--- config.mk ---
export PLATFORM = sky130hd
export DESIGN_NAME = interrupt_controller_flat
export DESIGN_NICKNAME = d
export VERILOG_FILES = /design/src/rtl/interrupt_controller_if.sv /design/src/rtl/interrupt_controller.sv /design/src/flat_wrapper.sv
export SDC_FILE = /design/constraint.sdc
export NUM_CORES = 1
export LEC_CHECK = 0
export ABC_AREA = 1
export BUFFER_PORTS_ARGS = -buffer_cell sky130_fd_sc_hd__buf_4
export CAP_MARGIN = 20
export CORE_ASPECT_RATIO = 0.7
export CORE_UTILIZATION = 45
export DETAILED_ROUTE_END_ITERATION = 8
export GPL_ROUTABILITY_DRIVEN = 0
export PLACE_DENSITY = 0.73
export SYNTH_ARGS = -nofsm -noshare
export SYNTH_HDL_FRONTEND = slang
export SYNTH_SLANG_ARGS = --single-unit
--- constraint.sdc ---
create_clock -name clk -period 1.86 [get_ports clk]
set_input_delay 0.279 -clock clk [delete_from_list [all_inputs] [get_ports clk]]
set_output_delay 0.279 -clock clk [all_outputs]
set_load 0.02 [all_outputs]
--- src/rtl/interrupt_controller_if.sv ---
// Bus and CPU interrupt handshake bundle for interrupt_controller.
// The CPU request line is named intr because "int" is a SystemVerilog keyword.
interface interrupt_controller_if;
   logic        en;
   logic        we;
   logic [31:0] addr;
   logic [31:0] din;
   logic [31:0] dout;
   logic        intr;
   logic        int_ack;

   modport master (
      output en, we, addr, din, int_ack,
      input  dout, intr
   );

   modport slave (
      input  en, we, addr, din, int_ack,
      output dout, intr
   );
endinterface

--- src/rtl/interrupt_controller.sv ---
// Memory-mapped interrupt responder: edge-captured pending bits, mask, int/int_ack FSM.
// Optional build macro INTC_VECTOR_EN adds a read-only fixed-priority VECTOR register at offset 2.
module interrupt_controller #(
   parameter int unsigned NUM_SRC = 31
) (
   input  logic                  clk,
   input  logic                  rst,
   interrupt_controller_if.slave bus,
   input  logic [NUM_SRC-1:0]    irq
);

   localparam int unsigned REG_W    = 32;
   localparam logic [63:0] SRC_ONES = (64'd1 << NUM_SRC) - 64'd1;
   localparam logic [REG_W-1:0] SRC_BITS  = REG_W'(SRC_ONES << 1);
   localparam logic [REG_W-1:0] MASK_BITS = SRC_BITS | REG_W'(1);

   typedef enum logic [1:0] {
      ST_IDLE    = 2'd0,
      ST_ASSERT  = 2'd1,
      ST_SERVICE = 2'd2
   } state_e;

   state_e             state_q, state_d;
   logic [REG_W-1:0]   mask_q, mask_d;
   logic [REG_W-1:0]   status_q, status_d;
   logic [NUM_SRC-1:0] irq_q, irq_d;
   logic               int_q, int_d;

   logic               wr_mask, wr_status, req;
   logic [REG_W-1:0]   hw_set;
   logic [REG_W-1:0]   rd_data;
   logic               unused_addr;

   assign unused_addr = ^{bus.addr[31:4], bus.addr[1:0]};

   always_ff @(posedge clk) begin
      if (rst) begin
         state_q  <= ST_IDLE;
         mask_q   <= '0;
         status_q <= '0;
         irq_q    <= '0;
         int_q    <= 1'b0;
      end else begin
         state_q  <= state_d;
         mask_q   <= mask_d;
         status_q <= status_d;
         irq_q    <= irq_d;
         int_q    <= int_d;
      end
   end

   always_comb begin
      state_d   = state_q;
      mask_d    = mask_q;
      status_d  = status_q;
      irq_d     = irq;
      wr_mask   = bus.en & bus.we & (bus.addr[3:2] == 2'd0);
      wr_status = bus.en & bus.we & (bus.addr[3:2] == 2'd1);
      req       = mask_q[0] & (|(status_q & mask_q & SRC_BITS));
      hw_set    = REG_W'({irq & ~irq_q, 1'b0});

      if (wr_mask)   mask_d   = bus.din & MASK_BITS;
      if (wr_status) status_d = status_q & ~(bus.din & SRC_BITS);
      // Hardware set is applied after W1C so a colliding edge is never lost.
      status_d = status_d | hw_set;

      case (state_q)
         ST_IDLE: begin
            if (req) state_d = ST_ASSERT;
         end
         ST_ASSERT: begin
            // Ack clears GIE after any same-cycle software MASK write.
            if (bus.int_ack) begin
               state_d   = ST_SERVICE;
               mask_d[0] = 1'b0;
            end else if (!req) begin
               state_d = ST_IDLE;
            end
         end
         ST_SERVICE: begin
            if (mask_q[0]) state_d = ST_IDLE;
         end
         default: state_d = ST_IDLE;
      endcase

      int_d = (state_d == ST_ASSERT);
   end

   // Combinational read mux; VECTOR is the lowest pending-and-enabled bit position.
   always_comb begin
      rd_data = '0;
      case (bus.addr[3:2])
         2'd0: rd_data = mask_q;
         2'd1: rd_data = status_q;
`ifdef INTC_VECTOR_EN
         2'd2: begin
            for (int i = NUM_SRC; i >= 1; i--) begin
               if (status_q[i] & mask_q[i]) rd_data = REG_W'(i);
            end
         end
`else
         2'd2: rd_data = '0;
`endif
         default: rd_data = '0;
      endcase
      bus.dout = bus.en ? rd_data : '0;
   end

   assign bus.intr = int_q;

endmodule
--- src/flat_wrapper.sv ---
// flat-port wrapper written by rule: the top's interface ports become plain ports
module interrupt_controller_flat 
#(
   parameter int unsigned NUM_SRC = 31
)
  (clk, rst, irq, bus_en, bus_we, bus_addr, bus_din, bus_int_ack, bus_dout, bus_intr);
  interrupt_controller_if bus_i ();
  input  logic clk;
  input  logic rst;
  input  logic [NUM_SRC-1:0] irq;
  input wire logic [$bits(bus_i.en)-1:0] bus_en;
  input wire logic [$bits(bus_i.we)-1:0] bus_we;
  input wire logic [$bits(bus_i.addr)-1:0] bus_addr;
  input wire logic [$bits(bus_i.din)-1:0] bus_din;
  input wire logic [$bits(bus_i.int_ack)-1:0] bus_int_ack;
  output wire logic [$bits(bus_i.dout)-1:0] bus_dout;
  output wire logic [$bits(bus_i.intr)-1:0] bus_intr;
  assign bus_i.en = bus_en;
  assign bus_i.we = bus_we;
  assign bus_i.addr = bus_addr;
  assign bus_i.din = bus_din;
  assign bus_i.int_ack = bus_int_ack;
  assign bus_dout = bus_i.dout;
  assign bus_intr = bus_i.intr;
  interrupt_controller #(.NUM_SRC(NUM_SRC)) u_core (.clk(clk), .rst(rst), .bus(bus_i), .irq(irq));
endmodule
==> impl_metrics.ini, run 1 <==
[global_route]
grtUsageMet1 = 0.309
vias_in_the_first_global_route = 3605
grt_pass1_wl_um = 16800
grt_max_degree = 63
initial_antenna_violation_count = 0
globalRouteMet3Util = 0.0581
global_route.usage.total = 0.236
highest_utilization_routing_layer_at_the_global_route_stage = met2
aggregate_global_routing_overflow = 0
gr-usage-met2 = 0.383

[worst_setup_path]
startpoint = bus_addr[2]
worst-setup-path-type = primary input to output port
crit-reg2reg-launch = u_core.status_q[22]
worstPathArrival_ps = 1330
worst-r2r-setup-slack_ps = 810
critPathLaunchType = primary input
crit_fanout = 62
setup.worst_path.end_class = output port
r2r_cells = 6
cp.required_ps = 1580

[drt]
drt_drc_violations_left = 0
wl_per_cell_um = 12.9
routed-via-count = 3965
drt_first_pass_iters = 4
drt.antenna.violating_nets = 0
vias_per_cell = 4.94
drt_first_iter_violations = 221
detail_route.wirelength_um = 10400

[sta]
rel_slew_slack = 0.576
tns_ps = 0
fin_skew_ps = 5.24
setup_viol = 0
report.final.slew_viol_count = 0
timing.final.crit_period_ps = 1610
hold_viol_final = 0
min_period_over_period = 0.867
worst-slew-pin-transition_ps = 634
grt_setup_unrepaired = no
max_freq_ghz = 0.620

[floorplan]
floorplan.initialDensity = 0.468
dieArea_um2 = 9240
rows = 28
die_height_um = 80.7
ios = 133
coreArea_um2 = 8510
die_w_um = 114

[power]
power.ir.vdd_worst_mv = 0.693
cellLeakagePower_uw = 0.00245
fin_total_pwr_uw = 4890
powerDensity_nw_per_um2 = 937

[clock_tree]
clk_transition_reported_paths_ps = 70
clock_sinks = 97
cts_setup_buffers = 0
cts_root_buf = clkbuf_16
cts_tree = done
htree_levels = 3
cts_resized = 0
worstSkewPairLatency_ps = 350
cts_made_buffers = 9
post_cts_hold_buffer_count = 0
clk_path_buf_depth = 2

[place]
hpwlAfterDp_um = 6950
io_buffer_count = 102
place_area_um2 = 4870

[synth]
syn_inst = 585
number_of_synthesized_flops_with_an_enable_pin = 0
synthTopCellsByCount = 169 x nor2_1, 114 x nand2_1, 97 x dfxtp_1
synth_largest_area_cell = dfxtp_1
synth.cell_area_um2 = 3980
yosysWarnings = 0
synth.net_count = 685
synthMostInstantiatedCell = nor2_1
synth_ff_type = dfxtp_1
postSynthAreaPerCell_um2 = 6.81
postSynth.asyncResetShare = 0
synth_top_cells_by_area = dfxtp_1 49%, nor2_1 16%, nand2_1 11%, a21oi_1 8.2%, nand3_1 3.9%
synthDistinctLibCells = 16
yosysSeqAreaShare = 0.488
yosys.area.top_type_share = 0.488
synth.ff_latch_count = 97

[min_path]
min-delay-path-class = primary input to flop
hp-start = irq[12]
worstHoldPathCells = 3

[finish]
final_cell_area_um2 = 5220
fin_nets = 777
drive_gt1_frac = 0.194
filler_cell_count = 813
area_growth_syn_to_layout_pct = 31.0
insertedDiodeCount = 0

[outcome]
status = completed

[flow_run]
max_cap_violations = 0
==> flip-flops by register name (all words and copies together), names as in the netlist <==
register         flops
u_core.status_q     31
u_core.irq_q        31
u_core.mask_q       32
u_core.state_q       2
u_core.bus.intr      1
==> layout by cell type (no fill, tap or decap) <==
cell and instances:
bufinv_16 3, inv_2 2, buf_12 3, a21oi_1 65, dfxtp_1 97, clkbuf_16 9, inv_1 38, o21ai_1 7
nand2_1 114, clkinv_2 1, nor2_4 3, buf_4 109, nand3_1 31, clkbuf_8 1, clkinvlp_4 1, o21ai_0 25
nor3_1 2, nor2_1 169, clkbuf_1 1, nand4_1 1
==> routing by layer <==
| layer | part of all wire | wire length [um] |
|---|---|---|
| met2 | 0.45 | 4660 |
| met3 | 0.057 | 596 |
| met5 | 0 | 0 |
| met4 | 0.012 | 122 |
| met1 | 0.48 | 4990 |
==> worst paths after layout <==
check | end
worst max-delay path | bus_dout[2]
worst min-delay path | u_core.irq_q[12]
worst max register to register | u_core.bus.intr
worst min register to register | u_core.mask_q[0]
==> logic make-up after synthesis <==
kind of cell,share of synthesized area
AO/OA/AOI/OAI,0.122
buffers and inverters,0.0723
flip-flops,0.488
AND/OR/NAND/NOR,0.318
==> layout make-up <==
cell class                      count  area [um^2]  share of cell area
Sequential cell                    97         1940               0.372
Multi-Input combinational cell    417         1750               0.336
Timing Repair Buffer              112          878               0.168
Clock buffer                       11          243              0.0465
Inverter                           40          150              0.0288
Tap cell                          120          150              0.0288
Clock inverter                      5          103              0.0197
==> per-stage QoR <==
| stage | util | hold slack (ps) | setup WS [ps] | std cells |
|---|---|---|---|---|
| 6_report | 0.613 | 139 | 248 | 802 |
| 5_1_grt | 0.613 | 146 | 219 | 802 |
| 4_1_cts | 0.613 | 135 | 269 | 802 |
| 3_5_place_dp | 0.572 | 499 | 220 | 786 |
| 3_3_place_gp | 0.572 | 482 | 255 | 786 |
| 2_1_floorplan | - | 404 | 453 | 585 |
==> worst max-delay path: stages <==
cell	delay, ps
buf_4	100
inv_1	60
nor2_4	100
buf_12	260
nand2_1	90
a21oi_1	220
buf_4	190
==> power by group <==
part           internal [uW]  switching [uW]  total (uW)
combinational            227             282         509
sequential              2190            65.9        2260
clock                   1350             773        2120
(Power assumes the default switching activity.)
==> inputs of run 2 (changes only) <==
Settings changed: RECOVER_POWER set to 50.
==> run 2 against run 1 <==
Design area decreased by 0.17%. Largest power group unchanged. Setup slack got worse by 89 ps. Sequential power barely moved. Critical path type unchanged. Non-clock buffer count is the same. Flip-flop and latch count unchanged. Global-route usage unchanged. Highest routed layer unchanged. Cell count unchanged. Die area unchanged.
==> impl_metrics.ini, run 2 (same netlist as run 1, synthesis figures left out) <==
[floorplan]
floorplan.initialDensity = 0.468
rows = 28
die_w_um = 114
dieArea_um2 = 9240
die_height_um = 80.7
coreArea_um2 = 8510
ios = 133

[power]
powerDensity_nw_per_um2 = 938
fin_total_pwr_uw = 4890
power.ir.vdd_worst_mv = 0.694
cellLeakagePower_uw = 0.00245

[sta]
worst-slew-pin-transition_ps = 790
report.final.slew_viol_count = 0
hold_viol_final = 0
timing.final.crit_period_ps = 1700
max_freq_ghz = 0.588
setup_viol = 0
fin_skew_ps = 4.92
min_period_over_period = 0.915
grt_setup_unrepaired = no
rel_slew_slack = 0.473
tns_ps = 0

[clock_tree]
clock_sinks = 97
cts_tree = done
cts_setup_buffers = 0
clk_path_buf_depth = 2
cts_root_buf = clkbuf_16
cts_resized = 0
clk_transition_reported_paths_ps = 70
post_cts_hold_buffer_count = 0
cts_made_buffers = 9
htree_levels = 3
worstSkewPairLatency_ps = 350

[finish]
largest_registers = u_core.mask_q x32, u_core.irq_q x31, u_core.status_q x31
largest_register_ffs = 32
area_growth_syn_to_layout_pct = 30.8
drive_gt1_frac = 0.192
final_common_cell = nor2_1
fin_nets = 777
largest_register = u_core.mask_q
instances_no_fill = 802
layout.cells.most_common_list = 169 x nor2_1, 114 x nand2_1, 106 x buf_4, 97 x dfxtp_1, 65 x a21oi_1
insertedDiodeCount = 0

[drt]
detail_route.wirelength_um = 10400
drt_drc_violations_left = 0
drt_first_iter_violations = 207
routed-via-count = 3959
wl_per_cell_um = 12.9
vias_per_cell = 4.94
drt_first_pass_iters = 4
drt.antenna.violating_nets = 0

[worst_setup_path]
crit_path_cell_trace = clkbuf_1 -> inv_1 -> nor2_4 -> buf_12 -> nand2_1 -> a21oi_1 -> buf_4
crit_fanout = 62
critPathLaunchType = primary input
slowest_stage = buf_12
worst-setup-path-type = primary input to output port
r2r_cells = 6
worstPathArrival_ps = 1420
critical_path_depth = 7
setup.worst_path.end_class = output port
worst-r2r-setup-slack_ps = 810
cp.required_ps = 1580
worstPathBufferInverterCount = 4
path_delay_family = buffers and inverters
crit-reg2reg-launch = u_core.status_q[22]
startpoint = bus_addr[2]
critPathMaxStageDelay_ps = 260
capture_point_of_the_worst_path = bus_dout[2]
worst_r2r_endpoint = u_core.bus.intr

[place]
io_buffer_count = 102
hpwlAfterDp_um = 6950
placed_cells = 786

[global_route]
grt_max_degree = 63
grt_pass1_wl_um = 16800
vias_in_the_first_global_route = 3605
aggregate_global_routing_overflow = 0
global_route.usage.total = 0.236
initial_antenna_violation_count = 0

[flow_run]
max_cap_violations = 0

[outcome]
status = completed

[min_path]
min-delay-path-class = primary input to flop
## run 2: worst min-delay path by stage
stage,startpoint,end,cells past startpoint
after global routing,irq[27],u_core.irq_q[27],3
final,irq[12],u_core.irq_q[12],3
after detailed placement,irq[27],u_core.irq_q[27],3
after floorplan,irq[0],u_core.irq_q[0],2
after global placement,u_core.mask_q[0],u_core.mask_q[0],2
after CTS,irq[12],u_core.irq_q[12],3
## run 2: per-stage QoR
step           setup WS, ps  hold WS, ps  area (um^2)   util
2_1_floorplan           453          404         3980      -
3_3_place_gp            255          482         4870  0.572
3_5_place_dp            220          499         4870  0.572
4_1_cts                 269          135         5220  0.613
5_1_grt                 115          146         5210  0.612
6_report                159          138         5210  0.612
## run 2: area by class of cell
type | instances | area [um^2]
clock inverter | 5 | 103
inverter | 40 | 150
clock buffer | 11 | 243
multi-input combinational | 417 | 1750
fill | 817 | 3300
sequential | 97 | 1940
tap | 120 | 150
timing repair buffer | 112 | 870
## run 2: metal layers
metal  vias to the layer above  global-route usage  routed length [um]
met5                         -                   0                   0
met2                       112               0.383                4660
li1                       2013                   -                   -
met4                         0              0.0805                 122
met1                      1823               0.309                4990
met3                        11              0.0581                 600
## run 2: power by group
part / leakage [uW] / switching, uW / internal [uW]
sequential: 0.000802 / 65.8 / 2190
clock: 0.000166 / 773 / 1350
combinational: 0.00148 / 282 / 225
## run 2: worst register-to-register path, delay by kind of cell, from the launching register on
| kind | cells | cell delay [ps] |
|---|---|---|
| DFF | 1 | 330 |
| AOI/OAI and AO/OA | 1 | 90 |
| and+or+nand+nor | 5 | 530 |
